$ cat src/rtl/btn_pkg.sv
// Shared types and defaults for the push-button conditioning blocks.
package btn_pkg;

  typedef enum logic [2:0] {
    IDLE        = 3'd0,
    DEB_PRESS   = 3'd1,
    HELD        = 3'd2,
    REPEAT      = 3'd3,
    DEB_RELEASE = 3'd4
  } state_t;

  localparam int CNT_W_DEFAULT = 25;

  // Widest terminal count among the timing parameters; the shared counter must hold it minus one.
  function automatic int max3(input int a, input int b, input int c);
    int m;
    m = (a > b) ? a : b;
    return (m > c) ? m : c;
  endfunction

endpackage

$ cat src/rtl/sync2.sv
// Generic two-flop synchroniser for asynchronous pad inputs; RESET_VAL is the idle pad level.
module sync2 #(
  parameter int               WIDTH     = 1,
  parameter logic [WIDTH-1:0] RESET_VAL = '1
) (
  input  logic             clk,
  input  logic             reset,
  input  logic [WIDTH-1:0] d,
  output logic [WIDTH-1:0] q
);

  logic [WIDTH-1:0] meta;

  always_ff @(posedge clk or posedge reset) begin
    if (reset) begin
      meta <= RESET_VAL;
      q    <= RESET_VAL;
    end else begin
      meta <= d;
      q    <= meta;
    end
  end

endmodule

$ cat src/rtl/button_stepper.sv
// Synchronises and debounces an active-low push-button, then emits one-cycle active-low step strobes
// on press and auto-repeats while held. All outputs are registered.
module button_stepper
  import btn_pkg::*;
#(
  parameter int DEBOUNCE_CYCLES = 50_000,
  parameter int REPEAT_DELAY    = 25_000_000,
  parameter int REPEAT_PERIOD   = 5_000_000,
  parameter int CNT_W           = CNT_W_DEFAULT
) (
  input  logic clk,
  input  logic reset,
  input  logic btn_raw_n,
  output logic step_n,
  output logic pressed,
  output logic repeating
);

  localparam int MAX_CYCLES = max3(DEBOUNCE_CYCLES, REPEAT_DELAY, REPEAT_PERIOD);

  if ((longint'(MAX_CYCLES) - 1) >= (longint'(1) << CNT_W)) begin : g_cnt_too_narrow
    $error("button_stepper: CNT_W too small for the largest timing parameter");
  end
  if (DEBOUNCE_CYCLES < 1 || REPEAT_DELAY < 1 || REPEAT_PERIOD < 2) begin : g_bad_timing
    $error("button_stepper: timing parameters out of range");
  end

  localparam logic [CNT_W-1:0] DEB_LAST = CNT_W'(DEBOUNCE_CYCLES - 1);
  localparam logic [CNT_W-1:0] DLY_LAST = CNT_W'(REPEAT_DELAY - 1);
  localparam logic [CNT_W-1:0] PER_LAST = CNT_W'(REPEAT_PERIOD - 1);

  logic btn_sync_n;
  logic s;

  sync2 #(
    .WIDTH    (1),
    .RESET_VAL(1'b1)
  ) u_sync (
    .clk  (clk),
    .reset(reset),
    .d    (btn_raw_n),
    .q    (btn_sync_n)
  );

  assign s = ~btn_sync_n;

  state_t           state, state_nxt;
  logic [CNT_W-1:0] cnt, cnt_nxt;
  logic             step_req;
  logic             pressed_nxt;
  logic             repeating_nxt;

  always_ff @(posedge clk or posedge reset) begin
    if (reset) begin
      state     <= IDLE;
      cnt       <= '0;
      step_n    <= 1'b1;
      pressed   <= 1'b0;
      repeating <= 1'b0;
    end else begin
      state     <= state_nxt;
      cnt       <= cnt_nxt;
      // A strobe directly after another is swallowed so step_n is never low twice in a row.
      step_n    <= ~(step_req & step_n);
      pressed   <= pressed_nxt;
      repeating <= repeating_nxt;
    end
  end

  always_comb begin
    state_nxt     = state;
    cnt_nxt       = cnt + CNT_W'(1);
    step_req      = 1'b0;
    pressed_nxt   = pressed;
    repeating_nxt = repeating;

    case (state)
      IDLE: begin
        cnt_nxt       = '0;
        pressed_nxt   = 1'b0;
        repeating_nxt = 1'b0;
        if (s) begin
          state_nxt = DEB_PRESS;
        end
      end

      DEB_PRESS: begin
        if (!s) begin
          state_nxt = IDLE;
          cnt_nxt   = '0;
        end else if (cnt == DEB_LAST) begin
          state_nxt   = HELD;
          cnt_nxt     = '0;
          step_req    = 1'b1;
          pressed_nxt = 1'b1;
        end
      end

      HELD: begin
        if (!s) begin
          state_nxt = DEB_RELEASE;
          cnt_nxt   = '0;
        end else if (cnt == DLY_LAST) begin
          state_nxt     = REPEAT;
          cnt_nxt       = '0;
          step_req      = 1'b1;
          repeating_nxt = 1'b1;
        end
      end

      REPEAT: begin
        if (!s) begin
          state_nxt = DEB_RELEASE;
          cnt_nxt   = '0;
        end else if (cnt == PER_LAST) begin
          cnt_nxt  = '0;
          step_req = 1'b1;
        end
      end

      DEB_RELEASE: begin
        if (s) begin
          // Bounce back to pressed: full repeat delay starts over from HELD.
          state_nxt     = HELD;
          cnt_nxt       = '0;
          repeating_nxt = 1'b0;
        end else if (cnt == DEB_LAST) begin
          state_nxt     = IDLE;
          cnt_nxt       = '0;
          pressed_nxt   = 1'b0;
          repeating_nxt = 1'b0;
        end
      end

      default: begin
        state_nxt = IDLE;
        cnt_nxt   = '0;
      end
    endcase
  end

endmodule

$ cat config.mk
export PLATFORM = sky130hd
export DESIGN_NAME = button_stepper
export DESIGN_NICKNAME = d
export VERILOG_FILES = /design/src/rtl/btn_pkg.sv /design/src/rtl/sync2.sv /design/src/rtl/button_stepper.sv
export SDC_FILE = /design/constraint.sdc
export NUM_CORES = 1
export LEC_CHECK = 0
export CELL_PAD_IN_SITES_DETAIL_PLACEMENT = 1
export CELL_PAD_IN_SITES_GLOBAL_PLACEMENT = 2
export CORE_MARGIN = 10
export CORE_UTILIZATION = 36
export DETAILED_ROUTE_END_ITERATION = 10
export GPL_TIMING_DRIVEN = 0
export PLACE_DENSITY = 0.72
export RECOVER_POWER = 25
export SETUP_SLACK_MARGIN = 0.2
export SYNTH_ARGS = -nofsm -noshare
export SYNTH_HDL_FRONTEND = slang
export SYNTH_SLANG_ARGS = --single-unit
$ cat constraint.sdc
create_clock -name clk -period 2.2 [get_ports clk]
set_clock_uncertainty 0.15 [all_clocks]
set_input_delay 0.44 -clock clk [delete_from_list [all_inputs] [get_ports clk]]
set_output_delay 0.44 -clock clk [all_outputs]
set_load 0.005 [all_outputs]
Word-level counts from Yosys, hierarchy flattened. Cells that the tools add are included.

Add/subtract/negate cells: 1. Equality and inequality tests: 18. Mux-type cells: 33. Bitwise operators: 2. Reduce and logical (&&, ||, !) cells: 6.

Operator list (number): 25-bit two-way mux (7); 25-bit case mux with 4 select lines (1); 25-bit by 1-bit adder with 25-bit output, second input constant (1); 25-bit by 16-bit equality test with 1-bit output, second input constant (1); 25-bit by 23-bit equality test with 1-bit output, second input constant (1); 25-bit equality test, second input constant (1); 3-bit two-way mux (8); 3-bit case mux with 5 select lines (1); 1-bit two-way mux (13); 2-bit != test, second input constant (6); 5-bit AND reduction (2); 1-bit case mux with 3 select lines (3); 3-bit by 2-bit equality test with 1-bit output, second input constant (2); 3-bit by 2-bit != test with 1-bit output, second input constant (2); 3-bit nonzero test (2); 2-bit by 1-bit != test with 1-bit output, second input constant (2); 4-bit AND reduction (1); 3-bit by 1-bit equality test with 1-bit output, second input constant (1); 3-bit equality test, second input constant (1); 3-bit logical NOT (1); 3-bit != test, second input constant (1); 1-bit AND (1); 1-bit inverter (1).

Bits in registers: 33. Input port bits: 3. Output and inout bits: 3. Word-level logic and storage cells: 67.

Longest topological paths before layout. Gate-level depths: netlist of run 1.

Depth in word-level cells: 6. Depth in mapped cells: 8.

Cells and area by module. From an unflattened synthesis of run 1, not the netlist that was laid out.

Cell total of the unflattened synthesis: 183. Area total of the unflattened synthesis: 1795.5 um2.

By module, submodules not included: button_stepper (instances 1, cells an instance 180, area each 1739.2 um2, seq. area each 777.0 um2); sync2 (instances 1, cells an instance 3, area each 56.3 um2, seq. area each 52.6 um2).

Worst setup path after synthesis of run 1. Ideal clock, no wire load.

Path type: register to register. Start: reg cnt[0]. End: reg cnt[6]. Setup time: 119 ps. Arrival time: 1947 ps. Data required time: 1931 ps. Setup slack: -16 ps. Cell stages (with the launch flop): 9. Cells stage by stage: dfrtp_1 > ha_1 > and3_1 > and3_1 > clkbuf_1 > nand4_2 > a32oi_4 > buf_6 > nor2_2.

Longest elaborated chain between the ends: 4. Elaborated cells between the ends (all ways): 12. Classes of those cells: add/sub (1); eq/ne (3); mux (8).

RTL lines: start, declared (RTL line button_stepper.sv:48) `logic [CNT_W-1:0] cnt, cnt_nxt;`; start signal, assigned (RTL line button_stepper.sv:62) `cnt <= cnt_nxt;`; 25-bit by 1-bit adder with 25-bit output (tied with other cells) (RTL line button_stepper.sv:72) `cnt_nxt = cnt + CNT_W'(1);`; 25-bit two-way mux (on tied branches) (2 in series); 25-bit case mux with 4 select lines * (RTL line button_stepper.sv:77) `case (state)`; via cnt_nxt[6] (RTL line button_stepper.sv:48).

Mark *: on every way through the listed nets, which the timed path passes. The rest lies on a longest branch. A chain may end at the register's enable or synchronous reset.

Final worst setup path of run 1.
Start: reg cnt[6]. End: reg cnt[9].

The elaborated chain is that of the path after synthesis.

==> results of run 1 <==
registers in the layout, indices dropped and copies added, names as in the netlist:
register	count
cnt	25
step_n	1
pressed	1
repeating	1
u_sync.q	1
u_sync.meta	1
state	3
stage by stage:
stage | std cells | total power [uW] | hold slack (ps) | instance area [um^2] | setup slack [ps]
after floorplan | 181 | 659.0 | 195.2 | 1841 | 25.30
after global placement | 253 | 674.0 | 196.6 | 1974 | -260.8
after detailed placement | 253 | 675.1 | 199.5 | 1974 | -254.6
after CTS | 271 | 1147 | 204.7 | 2205 | -89.27
after global routing | 278 | 1186 | 202.5 | 2290 | -228.4
final | 278 | 1141 | 204.0 | 2290 | -152.6
power groups by stage:
stage / combinational [uW] / sequential [uW] / clock, uW
5_1_grt: 75.4 / 619 / 492
6_report: 68.8 / 618 / 454
3_5_place_dp: 46.0 / 629 / 0
4_1_cts: 65.6 / 618 / 463
3_3_place_gp: 44.7 / 629 / 0
2_1_floorplan: 31.2 / 628 / 0
worst max-delay path, cell delays in order (launching register included):
cell,delay [ps]
dfrtp_1,460
nand4b_1,300
nor4b_4,450
nand4_1,200
a32oi_4,350
buf_12,160
buf_12,140
nor2_2,40
path summary, 6_finish.rpt:
kind,to,startpoint,cells after the start
max in group asynchronous,cnt[16]$_DFF_PP0_,reset,2
min in group asynchronous,state[1]$_DFFE_PP0P_,reset,2
hold / removal,u_sync.q$_DFF_PP1_,u_sync.meta$_DFF_PP1_,0
hold reg to reg,u_sync.q$_DFF_PP1_,u_sync.meta$_DFF_PP1_,0
setup / recovery,cnt[9]$_DFF_PP0_,cnt[6]$_DFF_PP0_,7
setup reg to reg,cnt[9]$_DFF_PP0_,cnt[6]$_DFF_PP0_,7
cell type report:
type                       count  area (um^2)  area share
tap                           67        83.83     0.03661
multi-input combinational    136        997.2      0.4355
sequential                    33        830.8      0.3628
clock buffer                   8        80.08     0.03497
timing repair buffer          22        221.5     0.09672
inverter                       6        22.52    0.009836
buffer                         6        53.80     0.02350
timing repair:
item	in CTS	in global routing
setup buffers	9	7
pin swaps	7	4
gates resized for setup	12	8
endpoints found under the setup margin	29	29
cloned	1	0
logic make-up after synthesis:
family                   Yosys count  synth area share
AO/OA/AOI/OAI                     13           0.05715
XOR/XNOR                          22            0.1048
adder cells (fa/ha/maj)            1          0.006802
buffers and inverters             12           0.03265
flip-flops                        33            0.4510
AND/OR/NAND/NOR                  100            0.3476
layout by cell type (no fill, tap or decap), types with 4 or more instances in the layout:
| cell type | netlist | final |
|---|---|---|
| nor4_1 | 10 | 10 |
| buf_4 | 0 | 12 |
| clkbuf_1 | 4 | 6 |
| xor2_1 | 8 | 8 |
| and3_1 | 5 | 4 |
| dfrtp_1 | 30 | 29 |
| inv_1 | 6 | 6 |
| nand2_1 | 8 | 7 |
| a21oi_1 | 4 | 4 |
| and4_1 | 4 | 4 |
| nand4_1 | 4 | 4 |
| nand3_1 | 16 | 16 |
| nor2_2 | 20 | 19 |
| xnor2_1 | 14 | 14 |
| clkbuf_8 | 0 | 5 |
| nor2_1 | 7 | 7 |
layer usage:
layer	routed length, um	up-vias	global-route usage
li1	-	702	-
met1	2320	760	0.1459
met2	2281	20	0.1872
met3	146	10	0.02634
met4	97	0	0.05222
met5	0	-	0
==> results.ini, run 1 <==
[status]
status = complete, but fails checks
violations = negative setup slack

[clock_tree]
holdBufCountCts = 0
cts_tree = yes
cts_root_buffer = clkbuf_8
clk_pin_slew_ps = 70
clk_latency_ps = 290
h-tree-depth = 2
clockBufferDepth = 2
cts_sinks = 33
cts_buffers = 5

[synthesis]
async_flop_share = 1.000
yosysWarnings = 0
synth.most_common_cell = dfrtp_1
ys_seq_area_frac = 0.4510
synth_edf_count = 0
synth_common_cells = dfrtp_1, nor2_2, nand3_1, xnor2_1, nor4_1
synth-main-ff-cell = dfrtp_1
yosysTopAreaCell = dfrtp_1
ys_top_cells_by_area = dfrtp_1, nor2_2, xnor2_1
avgSynthCellArea_um2 = 10.16
synth_cells = 181
ys_ff_latch = 33
synth_top_area_share = 0.4082
syn-cell-area_um2 = 1839
synth_nets = 185
synth.distinct_cells = 41

[hold_path]
hold_path.class = reg -> reg

[global_routing]
grt_pass1_vias = 1558
antenna_found_initial = 0
overflow = 0
grt_max_degree = 34
grtUsageTotal = 0.1169
grt_pass1_wl_um = 7859

[floorplan]
io_pins = 6
coreArea_um2 = 4848
dieArea_um2 = 8368
die_w_um = 91.48
num_rows = 25
die_h_um = 91.48
start_util = 0.3794

[placement]
dp_hpwl_um = 3155
globalplace.congestion = 0.7878
port_buffers = 5

[route]
vias_per_cell = 5.367
drc = 0
ant_nets = 0
wire_per_inst_um = 17.43
drt_first_pass_iters = 4
first_iter_violations = 73
num_vias = 1492
wirelength_um = 4845

[timing]
slew_headroom = 0.1139
rsz0062_at_grt = true
clock.fmax_mhz = 425.1
hold_violations = 0
finalCriticalPeriod_ps = 2353
fin_setup_tns_ps = -3155
slew_violations = 0
worst_pin_slew_ps = 1328
period_share = 1.069
setup_violations = 25
final.setup.worst_slack_ps = -152.6

[power]
netSwitchingPower_uw = 273.0
p_sw_frac = 0.2393
power.density_nw_per_um2 = 498.3
cellInternalPower_uw = 867.9
peakVddDrop_v = 0.0003323
power_frac_seq = 0.542
power.share.clock = 0.398
static-leakage-power_uw = 0.0008723
pwr-share-comb = 0.060

[cells_and_area]
nets = 214
fillCellCount = 545
fin_util = 0.4723
area_delta_synth_final_pct = 24.49
diodes = 0
layout-drive-gt1-share = 0.3081

[flow_run]
maxCapViolations = 0

[worst_setup_path]
path_max_fanout = 10
crit_path_end_kind = flop
rrSetupSlack_ps = -150
critPathRequiredTime_ps = 2230
path_class = reg -> reg
worstPathArrival_ps = 2380
critPathLaunchType = flop

Note: power is estimated with default switching activity, not from simulation.
==> run 2: changes to the inputs <==
- CORE_UTILIZATION: 36 -> 38
- clock period: 2.2 -> 2.24 ns (I/O delays scaled with it)
==> run 2 against run 1 <==
The flow still finishes with violations (negative setup slack). Design area is 4.3% higher. Register-to-register slack worse by 20 ps. Sequential share of layout area is 1.3 points lower. Clock power is 2% lower. First-iteration DRC count is 32% higher. Largest power group unchanged.
==> results.ini, run 2 (same netlist as run 1, synthesis figures left out) <==
[timing]
hold_violations = 0  ; unchanged
worst_pin_slew_ps = 1290  ; was 1328 ps
clock.fmax_mhz = 414.5  ; was 425.1 MHz
finalCriticalPeriod_ps = 2413  ; was 2353 ps
setup_violations = 25  ; unchanged
hold_ws_ps = 207.7  ; was 204.0 ps
slew_headroom = 0.1390  ; was 0.1139
period_share = 1.077  ; was 1.069
slew_violations = 0  ; unchanged
rsz0062_at_grt = true  ; unchanged
final.setup.worst_slack_ps = -172.6  ; was -152.6 ps

[route]
num_vias = 1512  ; was 1492
vias_per_cell = 5.538  ; was 5.367
ant_nets = 0  ; unchanged
wirelength_um = 5063  ; was 4845 um
wire_per_inst_um = 18.55  ; was 17.43 um
drt_first_pass_iters = 4  ; unchanged
first_iter_violations = 96  ; was 73
drc = 0  ; unchanged

[worst_setup_path]
crit_path_end_kind = flop  ; unchanged
critPathLaunchType = flop  ; unchanged
rrSetupSlack_ps = -170  ; was -150 ps
path_class = reg -> reg  ; unchanged
critPathRequiredTime_ps = 2260  ; was 2230 ps
r2r_end = cnt[15]$_DFF_PP0_  ; was cnt[9]$_DFF_PP0_
worstPathArrival_ps = 2430  ; was 2380 ps
r2r-start = cnt[13]$_DFF_PP0_  ; was cnt[6]$_DFF_PP0_
worstRegToRegCells = 7  ; unchanged
path_max_fanout = 5  ; was 10

[power]
cellInternalPower_uw = 850.1  ; was 867.9 uW
power.density_nw_per_um2 = 470.2  ; was 498.3 nW/um^2
power.share.clock = 0.394  ; was 0.398
p_sw_frac = 0.2431  ; was 0.2393
power_frac_seq = 0.541  ; was 0.542
power_uw = 1123  ; was 1141 uW
static-leakage-power_uw = 0.0009393  ; was 0.0008723 uW
pwr-share-comb = 0.065  ; was 0.060
peakVddDrop_v = 0.0002010  ; was 0.0003323 V
netSwitchingPower_uw = 273.0  ; about the same

[cells_and_area]
top_register = cnt  ; unchanged
top_regs = cnt (25), state (3)  ; unchanged
final_cell_mix = dfrtp_1, nor2_2, buf_4, nand3_1, xnor2_1  ; was dfrtp_1, nor2_2, nand3_1, xnor2_1, buf_4
final_common_cell = dfrtp_1  ; unchanged
diodes = 0  ; unchanged
final_cell_area_um2 = 2389  ; was 2290 um^2
nets = 222  ; was 214
layout-drive-gt1-share = 0.3653  ; was 0.3081
largest_reg_flops = 25  ; unchanged
area_delta_synth_final_pct = 29.86  ; was 24.49%
fillCellCount = 513  ; was 545

[status]
violations = negative setup slack  ; unchanged
status = complete, but fails checks  ; unchanged

[clock_tree]
cts_buffers = 5  ; unchanged
cts_sinks = 33  ; unchanged
h-tree-depth = 2  ; unchanged
clockBufferDepth = 2  ; unchanged
cts_root_buffer = clkbuf_8  ; unchanged
cts_tree = yes  ; unchanged
clk_latency_ps = 290  ; about the same
clk_pin_slew_ps = 70  ; about the same

[hold_path]
min_to = u_sync.q$_DFF_PP1_  ; unchanged
min_path_cells = 0  ; unchanged
worst_hold_startpoint = u_sync.meta$_DFF_PP1_  ; unchanged
hold_path.class = reg -> reg  ; unchanged

[floorplan]
start_util = 0.3920  ; was 0.3794
die_h_um = 89.57  ; was 91.48 um
num_rows = 25  ; unchanged
io_pins = 6  ; unchanged
die_w_um = 89.57  ; was 91.48 um
dieArea_um2 = 8023  ; was 8368 um^2
coreArea_um2 = 4692  ; was 4848 um^2

[placement]
postPlaceCellArea_um2 = 1958  ; was 1974 um^2
dp_hpwl_um = 3094  ; was 3155 um
port_buffers = 5  ; unchanged
preCtsSetupSlack_ps = -250.9  ; was -254.6 ps
globalplace.congestion = 0.7803  ; was 0.7878

[global_routing]
grt_pass1_wl_um = 7921  ; was 7859 um
grtUsageTotal = 0.1311  ; was 0.1169
grt_max_degree = 34  ; unchanged
overflow = 0  ; unchanged
antenna_found_initial = 0  ; unchanged
grt_pass1_vias = 1518  ; was 1558

[flow_run]
maxCapViolations = 0  ; unchanged

## run 2: changes by cell type in the layout (fill, tap and decap cells not counted), moves of 2 or more
cell / change
clkbuf_1: -2
clkinv_2: +2
buf_4: +5
dfrtp_2: +3
dfrtp_1: -3
buf_6: +2
## run 2: per-layer routing
layer / vias up / track usage / part of all wire
li1: 720 / - / -
met1: 761 / 0.1551 / 0.44
met2: 16 / 0.2243 / 0.51
met3: 15 / 0.02347 / 0.021
met4: 0 / 0.06214 / 0.025
met5: - / 0 / 0
## run 2: per-stage QoR
step / util / cells / setup TNS, ps
2_1_floorplan: - / 181 / 0
3_3_place_gp: 0.4173 / 240 / -4129
3_5_place_dp: 0.4173 / 240 / -5228
4_1_cts: 0.4755 / 262 / -1128
5_1_grt: 0.5091 / 273 / -5427
6_report: 0.5091 / 273 / -3803
## run 2: worst max-delay path by stage
stage	start	to	slack (ps)
after floorplan	cnt[12]$_DFF_PP0_	cnt[4]$_DFF_PP0_	70
after global placement	cnt[6]$_DFF_PP0_	cnt[15]$_DFF_PP0_	-210
after detailed placement	cnt[16]$_DFF_PP0_	cnt[15]$_DFF_PP0_	-250
after CTS	cnt[23]$_DFF_PP0_	cnt[19]$_DFF_PP0_	-60
after global routing	cnt[13]$_DFF_PP0_	cnt[15]$_DFF_PP0_	-230
final	cnt[13]$_DFF_PP0_	cnt[15]$_DFF_PP0_	-170
## run 2: area by class of cell
type / count / area (um^2) / area share
clock inverters: 2 / 10.01 / 0.004191
repair buffers: 30 / 306.5 / 0.1283
inverters: 6 / 22.52 / 0.009429
clock buffers: 6 / 72.57 / 0.03038
plain buffers: 6 / 53.80 / 0.02252
multi-input cells: 136 / 1021 / 0.4274
flip-flops and latches: 33 / 834.6 / 0.3494
well taps: 54 / 67.56 / 0.02829
## run 2: repair_timing
action | 4_1_cts | 5_1_grt
setup endpoints to repair | 29 | 31
hold buffers | 0 | 0
pin swaps | 11 | 11
setup buffers | 13 | 10
resized for setup | 13 | 15
gates cloned | 1 | 1
## run 2: power by group through the flow
| stage | Clock, uW | Combinational (uW) | Sequential [uW] |
|---|---|---|---|
| 2_1_floorplan | 0 | 30.6 | 617 |
| 6_report | 443 | 72.8 | 608 |
| 3_3_place_gp | 0 | 43.7 | 618 |
| 4_1_cts | 448 | 66.3 | 606 |
| 3_5_place_dp | 0 | 44.5 | 618 |
| 5_1_grt | 486 | 78.7 | 608 |
## run 2: worst max-delay path, cell delays in order (launching register included)
cell and delay [ps]:
dfrtp_1 410, or4_4 560, nor3_4 260, nand4_1 220, a32oi_4 350, buf_12 170, buf_8 130, nor2_2 40
